**src/rtl/instr_encode_writer_pkg.sv**
```systemverilog
// ============================================================================
// Module : instr_encode_writer_pkg
// Brief  : RV32I opcodes, encoder format enum and request struct shared by
//          the instruction encode/writer block.
// Rev    : 1.0 - initial release
// ============================================================================
`default_nettype none

package instr_encode_writer_pkg;

    localparam logic [6:0] c_op_lui   = 7'b0110111;
    localparam logic [6:0] c_op_auipc = 7'b0010111;
    localparam logic [6:0] c_op_jal   = 7'b1101111;
    localparam logic [6:0] c_op_jalr  = 7'b1100111;
    localparam logic [6:0] c_op_br    = 7'b1100011;
    localparam logic [6:0] c_op_load  = 7'b0000011;
    localparam logic [6:0] c_op_store = 7'b0100011;
    localparam logic [6:0] c_op_imm   = 7'b0010011;
    localparam logic [6:0] c_op_reg   = 7'b0110011;

    typedef enum logic [2:0] {
        FMT_R,
        FMT_I,
        FMT_ISH,
        FMT_S,
        FMT_B,
        FMT_U,
        FMT_J,
        FMT_BAD
    } instr_fmt_t;

    typedef struct packed {
        logic [6:0]  opcode;
        logic [2:0]  funct3;
        logic [6:0]  funct7;
        logic [4:0]  rd;
        logic [4:0]  rs1;
        logic [4:0]  rs2;
        logic [31:0] imm;
    } encode_req_t;

    // Shift-immediate ops keep funct7 in the upper bits instead of imm[11:5].
    function automatic instr_fmt_t opcode_fmt(input logic [6:0] op, input logic [2:0] f3);
        instr_fmt_t fmt;
        case (op)
            c_op_reg:                fmt = FMT_R;
            c_op_imm:                fmt = (f3 == 3'b001 || f3 == 3'b101) ? FMT_ISH : FMT_I;
            c_op_load, c_op_jalr:    fmt = FMT_I;
            c_op_store:              fmt = FMT_S;
            c_op_br:                 fmt = FMT_B;
            c_op_lui, c_op_auipc:    fmt = FMT_U;
            c_op_jal:                fmt = FMT_J;
            default:                 fmt = FMT_BAD;
        endcase
        return fmt;
    endfunction

endpackage

`default_nettype wire

```
**src/rtl/rv32i_encoder.sv**
```systemverilog
// ============================================================================
// Module : rv32i_encoder
// Brief  : Combinational RV32I request -> 32-bit instruction word encoder.
// Rev    : 1.0 - initial release
// ============================================================================
`default_nettype none

module rv32i_encoder
    import instr_encode_writer_pkg::*;
(
    input  encode_req_t req,
    output logic [31:0] word,
    output instr_fmt_t  fmt
);

    instr_fmt_t  w_fmt;
    logic [31:0] w_word;

    always_comb begin
        w_fmt  = opcode_fmt(req.opcode, req.funct3);
        w_word = 32'h0;
        case (w_fmt)
            FMT_R:   w_word = {req.funct7, req.rs2, req.rs1, req.funct3, req.rd, req.opcode};
            FMT_I:   w_word = {req.imm[11:0], req.rs1, req.funct3, req.rd, req.opcode};
            FMT_ISH: w_word = {req.funct7, req.imm[4:0], req.rs1, req.funct3, req.rd, req.opcode};
            FMT_S:   w_word = {req.imm[11:5], req.rs2, req.rs1, req.funct3, req.imm[4:0], req.opcode};
            FMT_B:   w_word = {req.imm[12], req.imm[10:5], req.rs2, req.rs1, req.funct3,
                               req.imm[4:1], req.imm[11], req.opcode};
            FMT_U:   w_word = {req.imm[31:12], req.rd, req.opcode};
            FMT_J:   w_word = {req.imm[20], req.imm[10:1], req.imm[11], req.imm[19:12],
                               req.rd, req.opcode};
            default: w_word = 32'h0;
        endcase
    end

    assign word = w_word;
    assign fmt  = w_fmt;

endmodule

`default_nettype wire

```
**src/rtl/instr_encode_writer.sv**
```systemverilog
// ============================================================================
// Module : instr_encode_writer
// Brief  : Encodes RV32I requests, buffers words in a FIFO and writes them to
//          memory at sequential addresses.
// Rev    : 1.0 - initial release
// ============================================================================
`default_nettype none

module instr_encode_writer
    import instr_encode_writer_pkg::*;
#(
    parameter int          DEPTH     = 4,
    parameter logic [31:0] BASE_ADDR = 32'h0
) (
    input  logic        clk,
    input  logic        rst_n,
    input  logic        req_valid,
    output logic        req_ready,
    input  logic [6:0]  req_opcode,
    input  logic [2:0]  req_funct3,
    input  logic [6:0]  req_funct7,
    input  logic [4:0]  req_rd,
    input  logic [4:0]  req_rs1,
    input  logic [4:0]  req_rs2,
    input  logic [31:0] req_imm,
    input  logic        addr_load,
    input  logic [31:0] addr_in,
    output logic [31:0] mem_address,
    output logic [31:0] mem_wdata,
    output logic        mem_write,
    output logic [3:0]  mem_byte_enable,
    input  logic        mem_resp,
    output logic        enc_err,
    output logic        busy,
    output logic [15:0] words_written
);

    localparam int c_aw = $clog2(DEPTH);

    localparam logic [0:0] c_st_idle  = 1'b0;
    localparam logic [0:0] c_st_write = 1'b1;

    encode_req_t w_req;
    logic [31:0] w_enc_word;
    instr_fmt_t  w_enc_fmt;

    assign w_req = '{opcode: req_opcode, funct3: req_funct3, funct7: req_funct7,
                     rd: req_rd, rs1: req_rs1, rs2: req_rs2, imm: req_imm};

    rv32i_encoder u_encoder (
        .req  (w_req),
        .word (w_enc_word),
        .fmt  (w_enc_fmt)
    );

    // FIFO: pointers carry one extra wrap bit to tell full from empty.
    logic [31:0]   r_fifo [DEPTH];
    logic [c_aw:0] r_wptr;
    logic [c_aw:0] r_rptr;
    logic          w_empty;
    logic          w_full;
    logic          w_accept;
    logic          w_push;
    logic          w_pop;

    assign w_empty  = (r_wptr == r_rptr);
    assign w_full   = (r_wptr[c_aw] != r_rptr[c_aw]) &&
                      (r_wptr[c_aw-1:0] == r_rptr[c_aw-1:0]);
    assign w_accept = req_valid && !w_full;
    assign w_push   = w_accept && (w_enc_fmt != FMT_BAD);

    always_ff @(posedge clk) begin
        if (w_push) begin
            r_fifo[r_wptr[c_aw-1:0]] <= w_enc_word;
        end
    end

    always_ff @(posedge clk or negedge rst_n) begin
        if (!rst_n) begin
            r_wptr <= '0;
            r_rptr <= '0;
        end else begin
            if (w_push) r_wptr <= r_wptr + 1'b1;
            if (w_pop)  r_rptr <= r_rptr + 1'b1;
        end
    end

    // Write FSM
    logic [0:0]  r_state;
    logic [0:0]  w_state_nxt;
    logic        w_load;
    logic [31:0] r_next_addr;
    logic        r_pend;
    logic [31:0] r_pend_addr;
    logic [31:0] w_load_addr;
    logic [31:0] w_addr_eff;
    logic [31:0] r_mem_address;
    logic [31:0] r_mem_wdata;
    logic        r_enc_err;
    logic [15:0] r_words;

    assign w_load_addr = addr_in & 32'hFFFF_FFFC;
    assign w_addr_eff  = addr_load ? w_load_addr : r_next_addr;

    always_comb begin
        w_state_nxt = r_state;
        w_load      = 1'b0;
        w_pop       = 1'b0;
        case (r_state)
            c_st_idle: begin
                if (!w_empty) begin
                    w_load      = 1'b1;
                    w_state_nxt = c_st_write;
                end
            end
            c_st_write: begin
                if (mem_resp) begin
                    w_pop       = 1'b1;
                    w_state_nxt = c_st_idle;
                end
            end
            default: w_state_nxt = c_st_idle;
        endcase
    end

    always_ff @(posedge clk or negedge rst_n) begin
        if (!rst_n) begin
            r_state       <= c_st_idle;
            r_next_addr   <= BASE_ADDR;
            r_pend        <= 1'b0;
            r_pend_addr   <= 32'h0;
            r_mem_address <= 32'h0;
            r_mem_wdata   <= 32'h0;
            r_enc_err     <= 1'b0;
            r_words       <= 16'h0;
        end else begin
            r_state   <= w_state_nxt;
            r_enc_err <= w_accept && (w_enc_fmt == FMT_BAD);
            if (w_load) begin
                r_mem_address <= w_addr_eff;
                r_mem_wdata   <= r_fifo[r_rptr[c_aw-1:0]];
            end
            if (r_state == c_st_idle) begin
                r_pend <= 1'b0;
                if (addr_load) r_next_addr <= w_load_addr;
            end else if (mem_resp) begin
                // A same-cycle load beats a latched one, which beats +4.
                r_pend  <= 1'b0;
                r_words <= r_words + 16'h1;
                if (addr_load)   r_next_addr <= w_load_addr;
                else if (r_pend) r_next_addr <= r_pend_addr;
                else             r_next_addr <= r_next_addr + 32'h4;
            end else if (addr_load) begin
                r_pend      <= 1'b1;
                r_pend_addr <= w_load_addr;
            end
        end
    end

    assign req_ready       = !w_full;
    assign mem_address     = r_mem_address;
    assign mem_wdata       = r_mem_wdata;
    assign mem_write       = (r_state == c_st_write);
    assign mem_byte_enable = 4'hF;
    assign enc_err         = r_enc_err;
    assign busy            = !w_empty || (r_state == c_st_write);
    assign words_written   = r_words;

endmodule

`default_nettype wire
```
**config.mk**
```make
export PLATFORM = sky130hd
export DESIGN_NAME = instr_encode_writer
export DESIGN_NICKNAME = d
export VERILOG_FILES = /design/src/rtl/instr_encode_writer_pkg.sv /design/src/rtl/rv32i_encoder.sv /design/src/rtl/instr_encode_writer.sv
export SDC_FILE = /design/constraint.sdc
export NUM_CORES = 1
export LEC_CHECK = 0
export ABC_AREA = 1
export BUFFER_PORTS_ARGS = -buffer_cell sky130_fd_sc_hd__buf_2
export CAP_MARGIN = 20
export CORE_UTILIZATION = 48
export CTS_BUF_LIST = sky130_fd_sc_hd__clkbuf_4 sky130_fd_sc_hd__clkbuf_8
export DETAILED_ROUTE_END_ITERATION = 10
export PLACE_DENSITY = 0.69
export SLEW_MARGIN = 30
export SYNTH_ARGS = -nofsm -noshare
export SYNTH_HDL_FRONTEND = slang
export SYNTH_SLANG_ARGS = --single-unit
```
**constraint.sdc**
```tcl
create_clock -name clk -period 3.91 [get_ports clk]
set_input_delay 0.9775 -clock clk [delete_from_list [all_inputs] [get_ports clk]]
set_output_delay 0.9775 -clock clk [all_outputs]
set_load 0.1 [all_outputs]
```
======== Word-level counts from Yosys, hierarchy flattened ========
Memories as Yosys holds them, arrays and structs flattened. A register that Yosys moved wholly into a read port is not among the register bits.
Index checks and enable logic that the tools add are counted.
operators by class
  add/sub/neg operators ................... 4
  eq/ne operators ......................... 24
  muxes and demuxes ....................... 19
  bitwise operators ....................... 2
  reduce and logical (&&, ||, !) cells .... 14
operators with widths
  cell                   count
  $pmux 32 s7            1
  $mux 32                5
  $add 32x3->32 const B  1
  $eq 7x6->1 const B     3
  $eq 7x7->1 const B     3
  $pmux 3 s7             1
  $add 16x1->16 const B  1
  $eq 3x3->1 const B     5
  $eq 7x5->1 const B     2
  $mux 1                 10
  $eq 7x2->1 const B     1
  $add 3x1->3 const B    2
  $eq 3x1->1 const B     2
  $eq 3x2->1 const B     2
  $ne 3x3->1 const B     2
  $logic_and 1x1->1      4
  $reduce_or 2->1        2
  $eq 3x3->1             1
  $logic_not 1->1        3
  $logic_not 3->1        1
  $reduce_and 3->1       1
  $eq 2x2->1             1
  $logic_or 1x1->1       2
  $mux 2                 1
  5 further kinds        6
storage, ports and cells
  register bits ........................... 119
  bits in writable memories ............... 128
  output and inout port bits .............. 88
  logic and storage cells ................. 73
  memories kept ........................... 1
memory list
  memory  depth  width  rd ports  clocked after memory_dff  wr ports  RTL line                   RTL
  r_fifo  4      32     1         1                         1         instr_encode_writer.sv:57  logic [31:0] r_fifo [DEPTH];

======== Depth between registers and ports, before layout ========
  depth after elaboration ................. 8
  mapped depth ............................ 12

======== Cells and area by module ========
Synthesis repeated with hierarchy kept, for this count alone.
unflattened totals
  cell total of the unflattened synthesis .. 1570
  area total of the unflattened synthesis .. 13743.2 sq um
modules (own cells, without submodules)
  module               times used  cells an instance  area an instance (sq um)
  instr_encode_writer  1           1297               12463.2
  rv32i_encoder        1           273                1280.0

======== Least setup slack after synthesis ========
OpenSTA, ideal clock, no wires.
  path kind ............................... input to register
  start point ............................. in req_opcode[0]
  end point ............................... mem r_fifo[3][0] (enable)
  arrival ................................. 3.231 ns
  required time ........................... 3.489 ns
  setup slack ............................. 0.258 ns
  stages .................................. 7
  buffers on the path ..................... 0
  cells stage by stage .................... nand2_1 -> nor3_4 -> nand2_2 -> and2_4 -> nand3_4 -> nand2_4 -> nor2_1
between the ends
  longest elaborated chain between the ends .. 7
RTL lines
  what                                RTL line                       RTL
  start: declaration                  instr_encode_writer.sv:19      input logic [6:0] req_opcode,
  $eq 7x6->1 (tied with other cells)  instr_encode_writer_pkg.sv:45  case (op)
  $reduce_or 2->1                     instr_encode_writer_pkg.sv:45
  $pmux 3 s7 *                        instr_encode_writer_pkg.sv:45
  $ne 3x3->1 *                        instr_encode_writer.sv:70      assign w_push = w_accept && (w_enc_fmt != FMT_BAD);
  $logic_and 1x1->1 *                 instr_encode_writer.sv:70
  $mux 1 *                            instr_encode_writer.sv:73      if (w_push) begin
  $mux 1 (implied by the code) *      instr_encode_writer.sv:74      r_fifo[r_wptr[c_aw-1:0]] <= w_enc_word;
  end: declaration                    instr_encode_writer.sv:57
Every way passes the cells marked *; elsewhere a longest branch is shown, timed or not.

======== Worst setup path after layout ========
  start point ............................. reg r_state (netlist: mem_write)
  end point ............................... out busy
between the ends
  longest elaborated chain between the ends .. 1
RTL lines
  what                      RTL line                    RTL
  start: declaration        instr_encode_writer.sv:89   logic [0:0] r_state;
  start signal: assignment  instr_encode_writer.sv:128  r_state <= c_st_idle;
  start signal: assignment  instr_encode_writer.sv:137  r_state <= w_state_nxt;
  $logic_or 1x1->1          instr_encode_writer.sv:166  assign busy = !w_empty || (r_state == c_st_write);
  end: declaration          instr_encode_writer.sv:34   output logic busy,
Every way passes these cells.

==> qor.csv <==
metric,value,unit
status,"complete, no violations",
p_seq_frac,0.329,
setup_viol,0,
r2r-start,r_rptr[0],
ys_types,50,
crit_slowest_cell,inv_2,
synth_top_area_frac,0.286,
grt_pass1_vias,10489,
hpwl,22800,um
maxCapViolations,0,
endpoint_kind,output pin,
setup_ws,0.936,ns
arrival,2.00,ns
path_delay_family,buffers and inverters,
port_buffers,182,
crit_buf_inv,2,
cts_tree,built,
core_area,27200,um^2
htree_levels,2,
clkTransAtPathRegs,0.06,ns
ant_nets,0,
dieArea,28700,um^2
synth_area_leaders,"edfxtp_1 29%, dfrtp_1 28%, nand2_1 10%",
ctsLongestPathBuffers,3,
final_area,15600,um^2
syn_area,13400,um^2
fin_worst_skew,0.0400,ns
clockPowerShare,0.200,
ys_ff_latch,279,
path_cells,inv_2 -> nand4_1 -> buf_2,
period_minus_slack,2.97,ns
synth_cells,1481,
place_worst_setup_slack,0.735,ns
combPwrFrac,0.471,
startpoint,mem_write,
cts_num_sinks,279,
drtPass1Iterations,6,
slew_headroom,0.438,
numCtsBuffers,46,
fin_util,0.574,
worstHoldPathType,input port to asynchronous set/reset pin,
max_freq,336,MHz
gp_congestion,0.938,
powerDensity,859,nW/um^2
syn_avg_cell_area,9.07,um^2
antenna_found_initial,2,
drc_errors,0,
synth-async-reset-ratio,0.541,
wl_per_cell,16.5,um
die_x,169,um
setup_tns,0,ns
critPathMaxStageDelay,0.42,ns
place_area,14600,um^2
start_util,0.494,
clock_latency,0.58,ns
drt_wl_total,34300,um
p_leak,6.96,nW
drv_slew,0,
nets,1768,
crit_type,flip-flop to output pin,
timing.final.hold_violations,0,
yosysTopAreaCell,edfxtp_1,
root_buffer,clkbuf_8,
drive_above_1_share,0.209,
start_kind,flip-flop,
cts_hold_buf,0,
cts-resized-gates,0,
yosys_warnings,0,
cts_setup_buffers,0,
num_vias,10985,
grt_max_degree,67,
grt_pass1_wl,54400,um
swShare,0.502,
seq_area_frac_synth,0.568,
netSwitchingPower,6.72,mW
tightest_slew,0.842,ns
routed_via_density,5.30,
rows,60,
synth_flop_cell,dfrtp_1,
die_h,169,um
syn_to_final_growth,16.1,%
num-fill-cells,2446,
drtIter0Drc,1002,
overflow,0,
grt_use_total,0.242,
peakVddDrop,851,uV
crit_required,2.93,ns
layout_worst_path_cycle_share,0.761,
ios,189,
internal-power,6.67,mW
synth_edf_count,128,
worstPathMaxFanout,23,
rsz0062_at_grt,no,
-- cell families (layout without fill, tap and decap cells) --
family	after synthesis	after routing	synth area share
AO/OA/AOI/OAI	230	230	0.100
XOR/XNOR	23	23	0.0156
adder cells (fa/ha/maj)	7	7	0.00652
buffers and inverters	150	364	0.0519
flip-flops	279	279	0.568
multiplexers	27	27	0.0226
other	1	5	0.000279
AND/OR/NAND/NOR	764	764	0.236
-- flip-flops by register name (all words and copies together) (netlist names) --
name           count
r_wptr             3
r_fifo           128
r_pend_addr       30
r_pend             1
words_written     16
r_next_addr       32
r_rptr             3
enc_err            1
mem_write          1
mem_wdata         32
mem_address       32
-- synthesized netlist by cell type (2+ instances only) --
cell type  number
clkbuf_1       22
nand3b_1        3
nor3_1          4
dfrtp_1       151
inv_2           4
o21ai_1         3
nand3_1        56
inv_1          72
nor2_4          4
o21ai_2         8
mux2_2         27
nand3_2         4
o31ai_1         2
a22oi_1        24
buf_4           7
a31oi_1        42
buf_1           9
ha_1            7
nor3_2          2
buf_6          10
a21oi_1        23
o211ai_1        6
nand2_4         3
xnor2_1         9
o22ai_1         2
nand4_1        16
nand2_2         5
o21ai_0       112
nor2_1        289
xor2_1         13
buf_2          24
nand2_1       368
nor2_2          3
a21boi_0        3
edfxtp_1      128
nand3_4         2
-- power groups by stage --
stage / combinational [mW] / sequential (mW) / clock [mW]
6_report: 6.30 / 4.40 / 2.68
5_1_grt: 6.80 / 4.49 / 2.86
4_1_cts: 6.32 / 4.39 / 2.74
3_5_place_dp: 6.31 / 4.44 / 0
3_3_place_gp: 6.21 / 4.42 / 0
2_1_floorplan: 2.70 / 6.77 / 0
-- routing by layer --
layer	up-vias	wire (um)	global-route usage	part of all wire
met1	5219	15200	0.331	0.44
met2	404	15700	0.384	0.46
met3	59	2600	0.0471	0.076
li1	5301	-	-	-
met5	-	8	0	0.00023
met4	2	818	0.0850	0.024
-- stage by stage --
stage / hold WS (ns) / cells / total power [mW]
after detailed placement: 0.460 / 1984 / 10.7
after CTS: 0.363 / 2070 / 13.5
after global routing: 0.386 / 2070 / 14.2
after global placement: 0.457 / 1984 / 10.6
after floorplan: 0.437 / 1484 / 9.47
final: 0.367 / 2071 / 13.4
-- cell usage in the layout (no fill, tap or decap), types with 3 or more instances in the layout --
| master | count |
|---|---|
| inv_1 | 72 |
| a21boi_0 | 3 |
| buf_4 | 16 |
| dfrtp_1 | 150 |
| clkbuf_4 | 16 |
| a21oi_1 | 23 |
| a22oi_1 | 24 |
| mux2_2 | 27 |
| clkinv_1 | 7 |
| nand2_2 | 5 |
| nand3_2 | 4 |
| o21ai_1 | 3 |
| nor2_4 | 4 |
| nor2_2 | 8 |
| conb_1 | 4 |
| nand2_1 | 368 |
| xnor2_1 | 9 |
| nor2_1 | 284 |
| o211ai_1 | 6 |
| clkinv_2 | 7 |
| ha_1 | 7 |
| nand4_1 | 16 |
| nand2_4 | 3 |
| nand3_1 | 56 |
| edfxtp_1 | 128 |
| xor2_1 | 13 |
| a31oi_1 | 42 |
| o21ai_2 | 8 |
| nand3b_1 | 3 |
| o21ai_0 | 112 |
| buf_2 | 181 |
| clkbuf_8 | 55 |
| nor3_1 | 4 |
-- worst reg2reg max path, delay by kind of cell (launching register included) --
kind	cells	cell delay (ns)
AO/OA/AOI/OAI	2	0.66
buffers and inverters	2	1.43
flip-flops	1	0.37
-- layout make-up --
class	count	area [um^2]	area share
clock inverter	15	109	0.00698
antenna	1	2.50	0.000161
tap	372	465	0.0299
clock buffer	71	877	0.0563
inverter	78	298	0.0191
timing repair buffer	200	1080	0.0691
multi-input combinational	1055	5130	0.329
sequential	279	7620	0.489
-- worst paths after layout --
kind	end	slack (ns)	cells after the start
setup / recovery	busy	0.94	3
hold / removal	mem_address[23]	0.37	1
setup reg to reg	mem_wdata[5]	1.32	4
hold reg to reg	mem_address[25]	0.47	2
max in group asynchronous	mem_address[21]	2.77	2
min in group clk	mem_address[25]	0.47	2
No activity file was read; power rests on OpenSTA's default activity.
